==> config.mk <==
export PLATFORM = sky130hd
export DESIGN_NAME = program_loader
export DESIGN_NICKNAME = d
export VERILOG_FILES = /design/src/rtl/tsm_pkg.sv /design/src/rtl/load_serializer.sv /design/src/rtl/program_loader.sv
export SDC_FILE = /design/constraint.sdc
export NUM_CORES = 1
export LEC_CHECK = 0
export ABC_CLOCK_PERIOD_IN_PS = 2500
export BUFFER_PORTS_ARGS = -buffer_cell sky130_fd_sc_hd__buf_4
export CAP_MARGIN = 20
export CORE_ASPECT_RATIO = 1.4
export CORE_MARGIN = 5
export CORE_UTILIZATION = 25
export DETAILED_ROUTE_END_ITERATION = 16
export GPL_TIMING_DRIVEN = 0
export SKIP_LAST_GASP = 1
export SLEW_MARGIN = 20
export SYNTH_ARGS = -nofsm -noshare
export SYNTH_HDL_FRONTEND = slang
export SYNTH_SLANG_ARGS = --single-unit
==> constraint.sdc <==
create_clock -name clk -period 2.5 [get_ports clk]
set_input_delay 0.125 -clock clk [delete_from_list [all_inputs] [get_ports clk]]
set_output_delay 0.125 -clock clk [all_outputs]
set_load 0.02 [all_outputs]
==> src/rtl/tsm_pkg.sv <==
// Shared constants, state encoding and error codes for the program loader.
package tsm_pkg;

    localparam int INSTRUCTION_LENGTH  = 13;
    localparam int INSTRUCTION_MEM     = 1000;
    localparam int PROG_COUNTER_LENGTH = 10;
    localparam int BIT_CNT_WIDTH       = $clog2(INSTRUCTION_LENGTH);

    localparam logic [PROG_COUNTER_LENGTH-1:0] WORD_LIMIT = PROG_COUNTER_LENGTH'(INSTRUCTION_MEM);
    localparam logic [PROG_COUNTER_LENGTH-1:0] WORD_ONE   = PROG_COUNTER_LENGTH'(1);
    localparam logic [BIT_CNT_WIDTH-1:0]       LAST_BIT   = BIT_CNT_WIDTH'(INSTRUCTION_LENGTH - 1);

    typedef enum logic [2:0] {
        ST_IDLE       = 3'd0,
        ST_WAIT_FIRST = 3'd1,
        ST_SHIFT      = 3'd2,
        ST_RUN        = 3'd3,
        ST_ERR        = 3'd4
    } loader_state_t;

    typedef logic [1:0] err_code_t;

    localparam err_code_t ERR_NONE      = 2'b00;
    localparam err_code_t ERR_UNDERFLOW = 2'b01;
    localparam err_code_t ERR_OVERFLOW  = 2'b10;

    function automatic logic start_allowed(input loader_state_t s);
        return (s == ST_IDLE) || (s == ST_RUN) || (s == ST_ERR);
    endfunction

endpackage

==> src/rtl/load_serializer.sv <==
// Holds one captured instruction word and walks bit_cnt across it, presenting
// one bit per cycle LSB first while advance is high.
module load_serializer
    import tsm_pkg::*;
(
    input  logic                          clk,
    input  logic                          reset,
    input  logic                          capture,
    input  logic                          advance,
    input  logic [INSTRUCTION_LENGTH-1:0] data,
    input  logic                          last_in,
    output logic                          word_done,
    output logic                          cpu_load_bit,
    output logic                          last
);

    logic [INSTRUCTION_LENGTH-1:0] shreg;
    logic [BIT_CNT_WIDTH-1:0]      bit_cnt;
    logic                          last_q;

    // A capture restarts the word even while the previous one is on its final bit.
    always_ff @(posedge clk) begin
        if (reset) begin
            shreg   <= '0;
            bit_cnt <= '0;
            last_q  <= 1'b0;
        end else if (capture) begin
            shreg   <= data;
            bit_cnt <= '0;
            last_q  <= last_in;
        end else if (advance && !word_done) begin
            bit_cnt <= bit_cnt + BIT_CNT_WIDTH'(1);
        end
    end

    assign word_done    = (bit_cnt == LAST_BIT);
    assign cpu_load_bit = advance ? shreg[bit_cnt] : 1'b0;
    assign last         = last_q;

endmodule

==> src/rtl/program_loader.sv <==
// Load-and-run sequencer: streams instruction words into the core's serial load port.
// Optional feature: define LOADER_CHECKSUM_EN to accumulate an XOR checksum of accepted words.
module program_loader
    import tsm_pkg::*;
(
    input  logic                           clk,
    input  logic                           reset,
    input  logic                           start,
    input  logic                           halt,
    input  logic                           word_valid,
    input  logic [INSTRUCTION_LENGTH-1:0]  word_data,
    input  logic                           word_last,
    output logic                           word_ready,
    output logic                           cpu_reset,
    output logic                           cpu_en,
    output logic                           cpu_load_bit,
    output logic                           busy,
    output logic                           running,
    output logic [1:0]                     err,
    output logic [PROG_COUNTER_LENGTH-1:0] word_count,
    output logic [INSTRUCTION_LENGTH-1:0]  checksum
);

    loader_state_t state;
    logic          shifting;
    logic          start_ok;
    logic          accept;
    logic          word_done;
    logic          last;

    assign shifting = (state == ST_SHIFT);
    assign start_ok = start && start_allowed(state);
    assign accept   = word_valid && word_ready;

    // A follow-on word is only taken on the final bit, so the core never sees a gap.
    always_comb begin
        word_ready = 1'b0;
        case (state)
            ST_WAIT_FIRST: word_ready = 1'b1;
            ST_SHIFT:      word_ready = word_done && !last && (word_count != WORD_LIMIT);
            default:       word_ready = 1'b0;
        endcase
    end

    load_serializer u_serializer (
        .clk          (clk),
        .reset        (reset),
        .capture      (accept),
        .advance      (shifting),
        .data         (word_data),
        .last_in      (word_last),
        .word_done    (word_done),
        .cpu_load_bit (cpu_load_bit),
        .last         (last)
    );

    // Outputs are registered together with the state they belong to.
    always_ff @(posedge clk) begin
        if (reset) begin
            state      <= ST_IDLE;
            cpu_reset  <= 1'b1;
            cpu_en     <= 1'b0;
            busy       <= 1'b0;
            running    <= 1'b0;
            err        <= ERR_NONE;
            word_count <= '0;
        end else begin
            case (state)
                ST_IDLE, ST_ERR: begin
                    if (start_ok) begin
                        state      <= ST_WAIT_FIRST;
                        cpu_reset  <= 1'b1;
                        cpu_en     <= 1'b0;
                        busy       <= 1'b1;
                        running    <= 1'b0;
                        err        <= ERR_NONE;
                        word_count <= '0;
                    end
                end
                ST_WAIT_FIRST: begin
                    if (accept) begin
                        state      <= ST_SHIFT;
                        cpu_reset  <= 1'b0;
                        cpu_en     <= 1'b1;
                        word_count <= word_count + WORD_ONE;
                    end
                end
                ST_SHIFT: begin
                    if (word_done) begin
                        if (last) begin
                            state   <= ST_RUN;
                            cpu_en  <= 1'b0;
                            busy    <= 1'b0;
                            running <= 1'b1;
                        end else if (word_count == WORD_LIMIT) begin
                            state     <= ST_ERR;
                            err       <= ERR_OVERFLOW;
                            cpu_reset <= 1'b1;
                            cpu_en    <= 1'b0;
                            busy      <= 1'b0;
                        end else if (accept) begin
                            word_count <= word_count + WORD_ONE;
                        end else begin
                            // A stall would let the core run with a partial program.
                            state     <= ST_ERR;
                            err       <= ERR_UNDERFLOW;
                            cpu_reset <= 1'b1;
                            cpu_en    <= 1'b0;
                            busy      <= 1'b0;
                        end
                    end
                end
                ST_RUN: begin
                    if (start_ok) begin
                        state      <= ST_WAIT_FIRST;
                        cpu_reset  <= 1'b1;
                        cpu_en     <= 1'b0;
                        busy       <= 1'b1;
                        running    <= 1'b0;
                        err        <= ERR_NONE;
                        word_count <= '0;
                    end else if (halt) begin
                        state     <= ST_IDLE;
                        cpu_reset <= 1'b1;
                        running   <= 1'b0;
                    end
                end
                default: begin
                    state     <= ST_IDLE;
                    cpu_reset <= 1'b1;
                    cpu_en    <= 1'b0;
                    busy      <= 1'b0;
                    running   <= 1'b0;
                end
            endcase
        end
    end

`ifdef LOADER_CHECKSUM_EN
    logic [INSTRUCTION_LENGTH-1:0] checksum_q;

    always_ff @(posedge clk) begin
        if (reset || start_ok) begin
            checksum_q <= '0;
        end else if (accept) begin
            checksum_q <= checksum_q ^ word_data;
        end
    end

    assign checksum = checksum_q;
`else
    assign checksum = '0;
`endif

endmodule

==> flow_summary.json, run 1 <==
{
  "place_area_sq_um": 2470,
  "yosysUniqueCellTypes": 49,
  "vdd_drop_max_mv": 0.585,
  "synth_edf_count": 0,
  "crit_arrival_ps": 2150,
  "p_leak_nw": 1.01,
  "ctsResizeCount": 1,
  "cts-htree-levels": 2,
  "ios": 50,
  "powerDensity_nw_per_um2": 764,
  "grt_max_degree": 11,
  "fmax_mhz": 439,
  "max_cap_violations": 0,
  "drc": 0,
  "synthesis.area_sq_um": 2030,
  "antenna_found_initial": 0,
  "grt_pass1_vias": 1845,
  "start_util_pct": 25.3,
  "worstPathRequired_ps": 2380,
  "final_max_slew_viol_count": 0,
  "ys_async_sr_fraction_pct": 0,
  "vias": 1913,
  "met1Wirelength_um": 2260,
  "wl_met3_um": 214,
  "grt_pass1_wl_um": 8730,
  "ant_nets": 0,
  "synth_warnings": 0,
  "die_h_um": 117,
  "synth_ff_type": "dfxtp_1",
  "synth-seq-cells": 37,
  "globalRoute.totalOverflow": 0,
  "drive_gt1_share_pct": 23.3,
  "drt-total-wl_um": 5390,
  "row_count": 39,
  "wl_per_cell_um": 13.4,
  "crit_path_end_kind": "output pin",
  "avgViaCountPerCell": 4.75,
  "clockRootBuffer": "clkbuf_16",
  "path_max_fanout": 7,
  "hold_viol_final": 0,
  "drtIter0Drc": 64,
  "start_kind": "register",
  "final_area_sq_um": 2610,
  "dr.max_layer_used": "met4",
  "syn_area_per_cell_sq_um": 8.20,
  "fin_nets": 324,
  "total_power_mw": 1.99,
  "area_growth_pct": 28.3,
  "min_period_ps": 2280,
  "cts_hold_buf": 0,
  "core_sq_um": 8050,
  "post-synth-top-area-cell": "dfxtp_1",
  "clk_latency_ps": 270,
  "postCtsSetupBuffers": 0,
  "dpl.hpwl_um": 4160,
  "skew_ps": 3.19,
  "relSlewSlack_pct": 63.6,
  "grt_use_total_pct": 11.0,
  "path_clk_slew_ps": 50,
  "setup_viol": 0,
  "final_cell_mix": "buf_4, dfxtp_1, a21oi_1",
  "path_class": "reg -> out",
  "cts.sinks": 37,
  "met2_length_um": 2840,
  "clk_path_buf_depth": 2,
  "fin_setup_tns_ps": 0,
  "gp_congestion": 0.795,
  "max_slew.worst_pin.slew_ps": 546,
  "min_path_type": "in -> reg",
  "final_common_cell": "buf_4",
  "die_w_um": 86.2,
  "dr.pass1.iters": 4,
  "rsz0062_at_grt": "no",
  "numCtsBuffers": 5,
  "synthCells": 248,
  "fillers": 853,
  "die_area_sq_um": 10100,
  "num_antenna_cells": 0,
  "seq_area_frac_synth_pct": 36.4,
  "status": "complete, no violations",
  "synthTopCellsByArea": "dfxtp_1, a21oi_1, nand3_1, o21ai_0, buf_4",
  "io_buffers": 35,
  "cts_tree": "yes",
  "yosysTopAreaCellShare_pct": 36.4,
  "min_period_over_period_pct": 91.0
}
==> cells in the mapped netlist, types with 2 or more instances <==
master,count
nor3b_1,2
a21o_1,3
or3_1,6
nor2_1,11
and3_1,3
xor2_1,2
nor3_1,8
or3b_2,2
inv_1,7
mux4_2,4
ha_1,4
o21ai_0,21
nand2b_1,3
dfxtp_1,37
or2_2,2
nand4_1,5
xnor2_1,2
a21oi_1,33
buf_4,13
mux2i_1,3
nand2_1,12
nand3_1,21
clkbuf_1,14
a211oi_1,2
nand3b_1,3
o21bai_1,2
==> cell type report <==
cell class | count | area, sq um | area share (%)
tap | 102 | 128 | 4.89
timing repair buffer | 35 | 263 | 10.1
inverter | 8 | 30.0 | 1.15
buffer | 29 | 168 | 6.43
multi-input combinational | 185 | 1140 | 43.6
clock buffer | 7 | 143 | 5.47
sequential | 37 | 741 | 28.4
==> cells by family (layout without fill, tap and decap cells) <==
| group | after synthesis | count (layout) | synth area share [%] |
|---|---|---|---|
| AO/OA/AOI/OAI | 71 | 71 | 20.0 |
| XOR/XNOR | 4 | 4 | 1.72 |
| adder cells (fa/ha/maj) | 4 | 4 | 2.46 |
| buffers and inverters | 38 | 79 | 9.85 |
| flip-flops | 37 | 37 | 36.4 |
| multiplexers | 8 | 8 | 6.46 |
| other | 1 | 13 | 0.184 |
| AND/OR/NAND/NOR | 85 | 85 | 22.9 |
==> where the power goes <==
| part | switching, mW | internal (mW) | leakage [nW] |
|---|---|---|---|
| clock | 0.221 | 0.391 | 0.0700 |
| combinational | 0.388 | 0.275 | 0.641 |
| sequential | 0.0593 | 0.660 | 0.300 |
| total | 0.669 | 1.33 | 1.01 |
==> path summary, 6_finish.rpt <==
kind	slack, ps	depth (start not counted)	start	end
worst max register to register	290	6	word_count[3]	word_count[1]
worst min-delay path	110	3	word_data[3]	u_serializer.shreg[3]
worst max-delay path	220	4	u_serializer.bit_cnt[0]	cpu_load_bit
worst min register to register	470	1	cpu_reset	cpu_reset
==> state kept, by name, indices dropped and copies added, names as in the netlist, 2 cells and up <==
signal	cells
err	2
state	3
u_serializer.bit_cnt	4
u_serializer.shreg	13
word_count	10
==> critical path: stages (launching register included) <==
cell and delay (ps):
dfxtp_1 510, mux4_2 570, mux4_2 470, and2_1 180, buf_4 150
==> layer usage <==
layer | GRT usage (%) | up-vias
met1 | 12.4 | 895
met4 | 3.74 | 0
met2 | 20.5 | 37
li1 | - | 974
met5 | 0 | -
met3 | 2.19 | 7
==> per-stage QoR <==
step                      worst slack [ps]  utilization (%)  hold WS (ps)  std cells
after CTS                             66.8             32.4           107        403
after global routing                   128             32.4           115        403
after detailed placement               211             30.7           395        397
after floorplan                        348                -           273        260
after global placement                 239             30.7           392        397
final                                  224             32.4           112        403
No activity file was read; power rests on OpenSTA's default activity.
==> run 2: changes to the inputs <==
Settings changed: CORE_UTILIZATION 25 to 53, PLACE_DENSITY set to 0.79.
==> run 2 against run 1 <==
  * Combinational power hardly changed
  * Die area down 48%
  * Utilization up 35 points
  * Largest cell class unchanged
  * Sequential cell count unchanged
  * Critical endpoint unchanged
  * Largest power group unchanged
  * Via count about the same
  * First-iteration DRC count grew 27%
  * Wire length shrank 9.1%
==> flow_summary.json, run 2 (synthesis gave the netlist of run 1 again) <==
{
  "status": "complete, no violations",
  "skew_ps": 8.45,
  "hold_viol_final": 0,
  "drc": 0,
  "start_util_pct": 55.3,
  "row_count": 26,
  "path_max_fanout": 7,
  "drive_gt1_share_pct": 23.8,
  "start_kind": "register",
  "grt_pass1_wl_um": 8220,
  "dp.cells": 337,
  "numCtsBuffers": 5,
  "cts-htree-levels": 2,
  "top_regs": "u_serializer.shreg (13), word_count (10), u_serializer.bit_cnt (4)",
  "avgViaCountPerCell": 5.56,
  "hold-worst-slack_ps": 90.1,
  "largest-register": "u_serializer.shreg",
  "die_area_sq_um": 5190,
  "die_w_um": 62.3,
  "largest_reg_flops": 13,
  "min_period_over_period_pct": 90.4,
  "dr.pass1.iters": 4,
  "clk_path_buf_depth": 2,
  "rsz0062_at_grt": "no",
  "fin_nets": 324,
  "p_leak_nw": 0.986,
  "final_area_sq_um": 2480,
  "die_h_um": 83.3,
  "dpl.hpwl_um": 3630,
  "grt_pass1_vias": 1829,
  "fmax_mhz": 442,
  "wl_per_cell_um": 14.3,
  "num_antenna_cells": 0,
  "cts_tree": "yes",
  "crit_arrival_ps": 2140,
  "setup_viol": 0,
  "gp_congestion": 0.819,
  "final_common_cell": "buf_4",
  "io_buffers": 35,
  "drt-total-wl_um": 4900,
  "core_sq_um": 3680,
  "antenna_found_initial": 0,
  "max_slew.worst_pin.slew_ps": 521,
  "clk_latency_ps": 290,
  "fin_setup_tns_ps": 0,
  "clockRootBuffer": "clkbuf_8",
  "crit_path_end_kind": "output pin",
  "ios": 50,
  "cts_hold_buf": 0,
  "postCtsSetupBuffers": 0,
  "grt_use_total_pct": 19.1,
  "drtIter0Drc": 81,
  "place_area_sq_um": 2390,
  "final_max_slew_viol_count": 0,
  "globalRoute.totalOverflow": 0,
  "vias": 1912,
  "cts.sinks": 37,
  "vdd_drop_max_mv": 0.601,
  "path_class": "reg -> out",
  "relSlewSlack_pct": 65.3,
  "min_period_ps": 2260,
  "worstPathRequired_ps": 2380,
  "powerDensity_nw_per_um2": 723,
  "ctsResizeCount": 1,
  "final_cells": 344,
  "max_cap_violations": 0,
  "grt_max_degree": 12,
  "path_clk_slew_ps": 70,
  "min_path_type": "in -> reg",
  "final_cell_mix": "buf_4, dfxtp_1, a21oi_1",
  "ant_nets": 0,
  "area_growth_pct": 21.9
}
==> run 2: cell count changes in the layout (fill, tap and decap cells not counted), sizes merged <==
cell / delta
clkbuf: -1
clkinv: +2
==> run 2: layout make-up <==
cell class / count / area [sq um]
Inverter: 8 / 30.0
Clock inverter: 2 / 10.0
Timing Repair Buffer: 35 / 263
Multi-Input combinational cell: 185 / 1140
Fill cell: 337 / 1200
Sequential cell: 37 / 741
Clock buffer: 6 / 72.6
Tap cell: 42 / 52.6
Buffer: 29 / 168
==> run 2: final timing paths <==
path	startpoint	endpoint	slack (ps)	cells after the start
worst min-delay path	word_data[4]	u_serializer.shreg[4]	90	3
worst min register to register	u_serializer.shreg[12]	u_serializer.shreg[12]	480	2
worst max-delay path	u_serializer.bit_cnt[0]	cpu_load_bit	240	4
worst max register to register	word_count[3]	cpu_reset	310	5
==> run 2: where the power goes <==
part           internal (mW)  switching [mW]  leakage [nW]
clock                  0.193           0.217        0.0450
combinational          0.275           0.390         0.641
sequential             0.659          0.0576         0.300
total                   1.13           0.664         0.986
==> run 2: layer usage <==
metal	routed length, um	global-route usage, %
met2	2430	32.6
met3	294	5.54
met1	2050	21.5
met5	0	0
met4	121	8.88
==> run 2: worst max-delay path, cell delays in order (launching register included) <==
cell and delay (ps):
dfxtp_1 500, mux4_2 550, mux4_2 450, and2_1 180, buf_4 160
==> run 2: through the flow <==
step                worst slack, ps  utilization [%]  power [mW]
global placement                250             65.1        1.38
floorplan                       348                -        1.20
global route                    144             67.4        1.90
detailed placement              223             65.1        1.39
finish                          240             67.4        1.79
CTS                            21.9             67.3        1.79
==> run 3: changes to the inputs <==
Settings changed: ABC_AREA set to 1.
==> run 3 against run 2 <==
  * Sequential share of layout area shrank 0.40 points
  * Critical path depth increased by 7
  * Largest cell class unchanged
  * Clock-buffer cell count rose by 1
  * Critical endpoint is now u_serializer.shreg[12]
  * Setup slack improved by 220 ps
  * Clock skew shrank 2.5 ps
==> flow_summary.json, run 3 <==
{
  "worst_slack_ps": 457,
  "path_class": "reg -> reg",
  "status": "complete, no violations",
  "synthMuxAreaShare_pct": 0,
  "vdd_drop_max_mv": 0.643,
  "cpPeakStageDelay_ps": 330,
  "hold-worst-slack_ps": 83.5,
  "numCtsBuffers": 5,
  "ant_nets": 0,
  "clk_latency_ps": 290,
  "final_cells": 397,
  "synth_compound_area_share_pct": 12.6,
  "place_ws_ps": 465,
  "cts_tree": "yes",
  "final_max_slew_viol_count": 0,
  "place_area_sq_um": 2430,
  "final_cell_mix": "nor2_1, buf_4, nand2_1",
  "grt_max_degree": 11,
  "ctsResizeCount": 0,
  "crit_arrival_ps": 2270,
  "largest-register": "u_serializer.shreg",
  "dpl.hpwl_um": 3550,
  "area_growth_pct": 21.6,
  "powerDensity_nw_per_um2": 914,
  "drtIter0Drc": 93,
  "cts.sinks": 37,
  "fin_nets": 378,
  "setup_viol": 0,
  "row_count": 26,
  "drive_gt1_share_pct": 23.1,
  "yosysUniqueCellTypes": 31,
  "largest_reg_flops": 13,
  "synth_commonest_cells": "nor2_1, nand2_1, dfxtp_1",
  "path_max_fanout": 10,
  "grt_pass1_vias": 1830,
  "skew_ps": 5.94,
  "min_period_ps": 2040,
  "postCtsSetupBuffers": 0,
  "syn_area_per_cell_sq_um": 6.86,
  "drc": 0,
  "yosysTopAreaCellShare_pct": 35.9,
  "ys_async_sr_fraction_pct": 0,
  "path_clk_slew_ps": 70,
  "synthesis.area_sq_um": 2070,
  "post-synth-top-area-cell": "dfxtp_1",
  "avgViaCountPerCell": 5.00,
  "globalRoute.totalOverflow": 0,
  "max_cap_violations": 0,
  "synth-seq-cells": 37,
  "p_leak_nw": 1.15,
  "start_util_pct": 55.7,
  "dp.cells": 390,
  "synthXorXnorAreaFrac_pct": 2.12,
  "synth_edf_count": 0,
  "synthTopCellsByArea": "dfxtp_1, nor2_1, nand2_1, nand3_1, buf_4",
  "fmax_mhz": 490,
  "num_antenna_cells": 0,
  "grt_pass1_wl_um": 7770,
  "die_h_um": 83.9,
  "synth_top_family_by_area": "simple AND/OR/NAND/NOR gates",
  "dr.pass1.iters": 4,
  "io_buffers": 35,
  "cp_top_family": "buffers and inverters",
  "ios": 50,
  "grt_use_total_pct": 17.8,
  "crit_path_end_kind": "register",
  "core_sq_um": 3710,
  "clk_path_buf_depth": 2,
  "die_area_sq_um": 5260,
  "wl_per_cell_um": 11.7,
  "yosysMostFrequentCell": "nor2_1",
  "synth_warnings": 0,
  "fillers": 349,
  "synth_ff_type": "dfxtp_1",
  "final_common_cell": "nor2_1",
  "die_w_um": 62.8,
  "drt-total-wl_um": 4650,
  "final_area_sq_um": 2510,
  "slowest_stage": "dfxtp_1",
  "synthCells": 301,
  "cp_num_buf_inv": 3,
  "hold_viol_final": 0,
  "rsz0062_at_grt": "no",
  "seq_area_frac_synth_pct": 35.9,
  "synth-simple-area-share_pct": 34.2,
  "cts-htree-levels": 2,
  "start_kind": "register",
  "cts_hold_buf": 0,
  "fin_setup_tns_ps": 0,
  "top_regs": "u_serializer.shreg (13), word_count (10), u_serializer.bit_cnt (4)",
  "cp_cell_sequence": "buf_2 -> clkinv_1 -> ha_1 -> nand3_2 -> nor2_1 -> nand2_2 -> nand2_4 -> nand2_4 -> buf_2 -> o21ai_0 -> nor2_1",
  "synth_fa_ha_area_share_pct": 2.42,
  "antenna_found_initial": 0,
  "clockRootBuffer": "clkbuf_8",
  "gp_congestion": 0.874,
  "vias": 1985,
  "min_period_over_period_pct": 81.7,
  "worstPathRequired_ps": 2730,
  "min_path_type": "in -> reg"
}
==> run 3: changes by cell type after synthesis, moves of 4 or more <==
cell,change
nor2_1,+52
nand2_1,+33
inv_1,+12
clkbuf_1,-11
a21oi_1,-10
nand2_2,+7
inv_2,+6
or3_1,-6
mux4_2,-4
nor3_1,-4
==> run 3: kinds of logic (layout without fill, tap and decap cells) <==
family | count (synthesis) | count (layout)
compound gates | 50 | 50
xor+xnor | 5 | 5
fa+ha+maj | 4 | 4
buf+inv | 49 | 91
flops | 37 | 37
other cells | 1 | 13
simple gates | 155 | 155
==> run 3: worst paths after layout <==
path | startpoint | to | slack [ps] | cells past startpoint
setup / recovery | u_serializer.bit_cnt[0] | u_serializer.shreg[12] | 460 | 11
setup reg to reg | u_serializer.bit_cnt[0] | u_serializer.shreg[12] | 460 | 11
hold reg to reg | cpu_reset | cpu_reset | 460 | 2
hold / removal | word_data[8] | u_serializer.shreg[8] | 80 | 3
==> run 3: worst min-delay path: stages <==
cell and delay [ps]:
buf_4 70, o21ai_0 70, nor2_1 70
==> run 3: report_power, final <==
group          switching [mW]  internal (mW)  total [mW]
registers              0.0963          0.723       0.819
clock network           0.208          0.219       0.427
logic                   0.659          0.391        1.05
total                   0.964           1.33        2.30
==> run 3: stage by stage <==
stage | utilization (%) | total power [mW]
after global placement | 65.4 | 1.86
after CTS | 67.7 | 2.31
after floorplan | - | 1.61
final | 67.7 | 2.30
after detailed placement | 65.4 | 1.88
after global routing | 67.7 | 2.48
==> run 3: area by class of cell <==
cell class | count | area (sq um) | share of cell area (%)
buffer | 23 | 164 | 6.52
clock buffer | 7 | 86.3 | 3.44
inverter | 26 | 97.6 | 3.88
multi-input combinational | 227 | 1110 | 44.1
sequential | 37 | 741 | 29.5
tap | 42 | 52.6 | 2.09
timing repair buffer | 35 | 263 | 10.5
==> run 3: routing by layer <==
layer / GRT usage [%] / up-vias / wire [um]
met2: 31.5 / 59 / 2320
met5: 0 / - / 0
li1: - / 1050 / -
met3: 5.53 / 10 / 275
met4: 6.18 / 0 / 80
met1: 19.9 / 866 / 1980
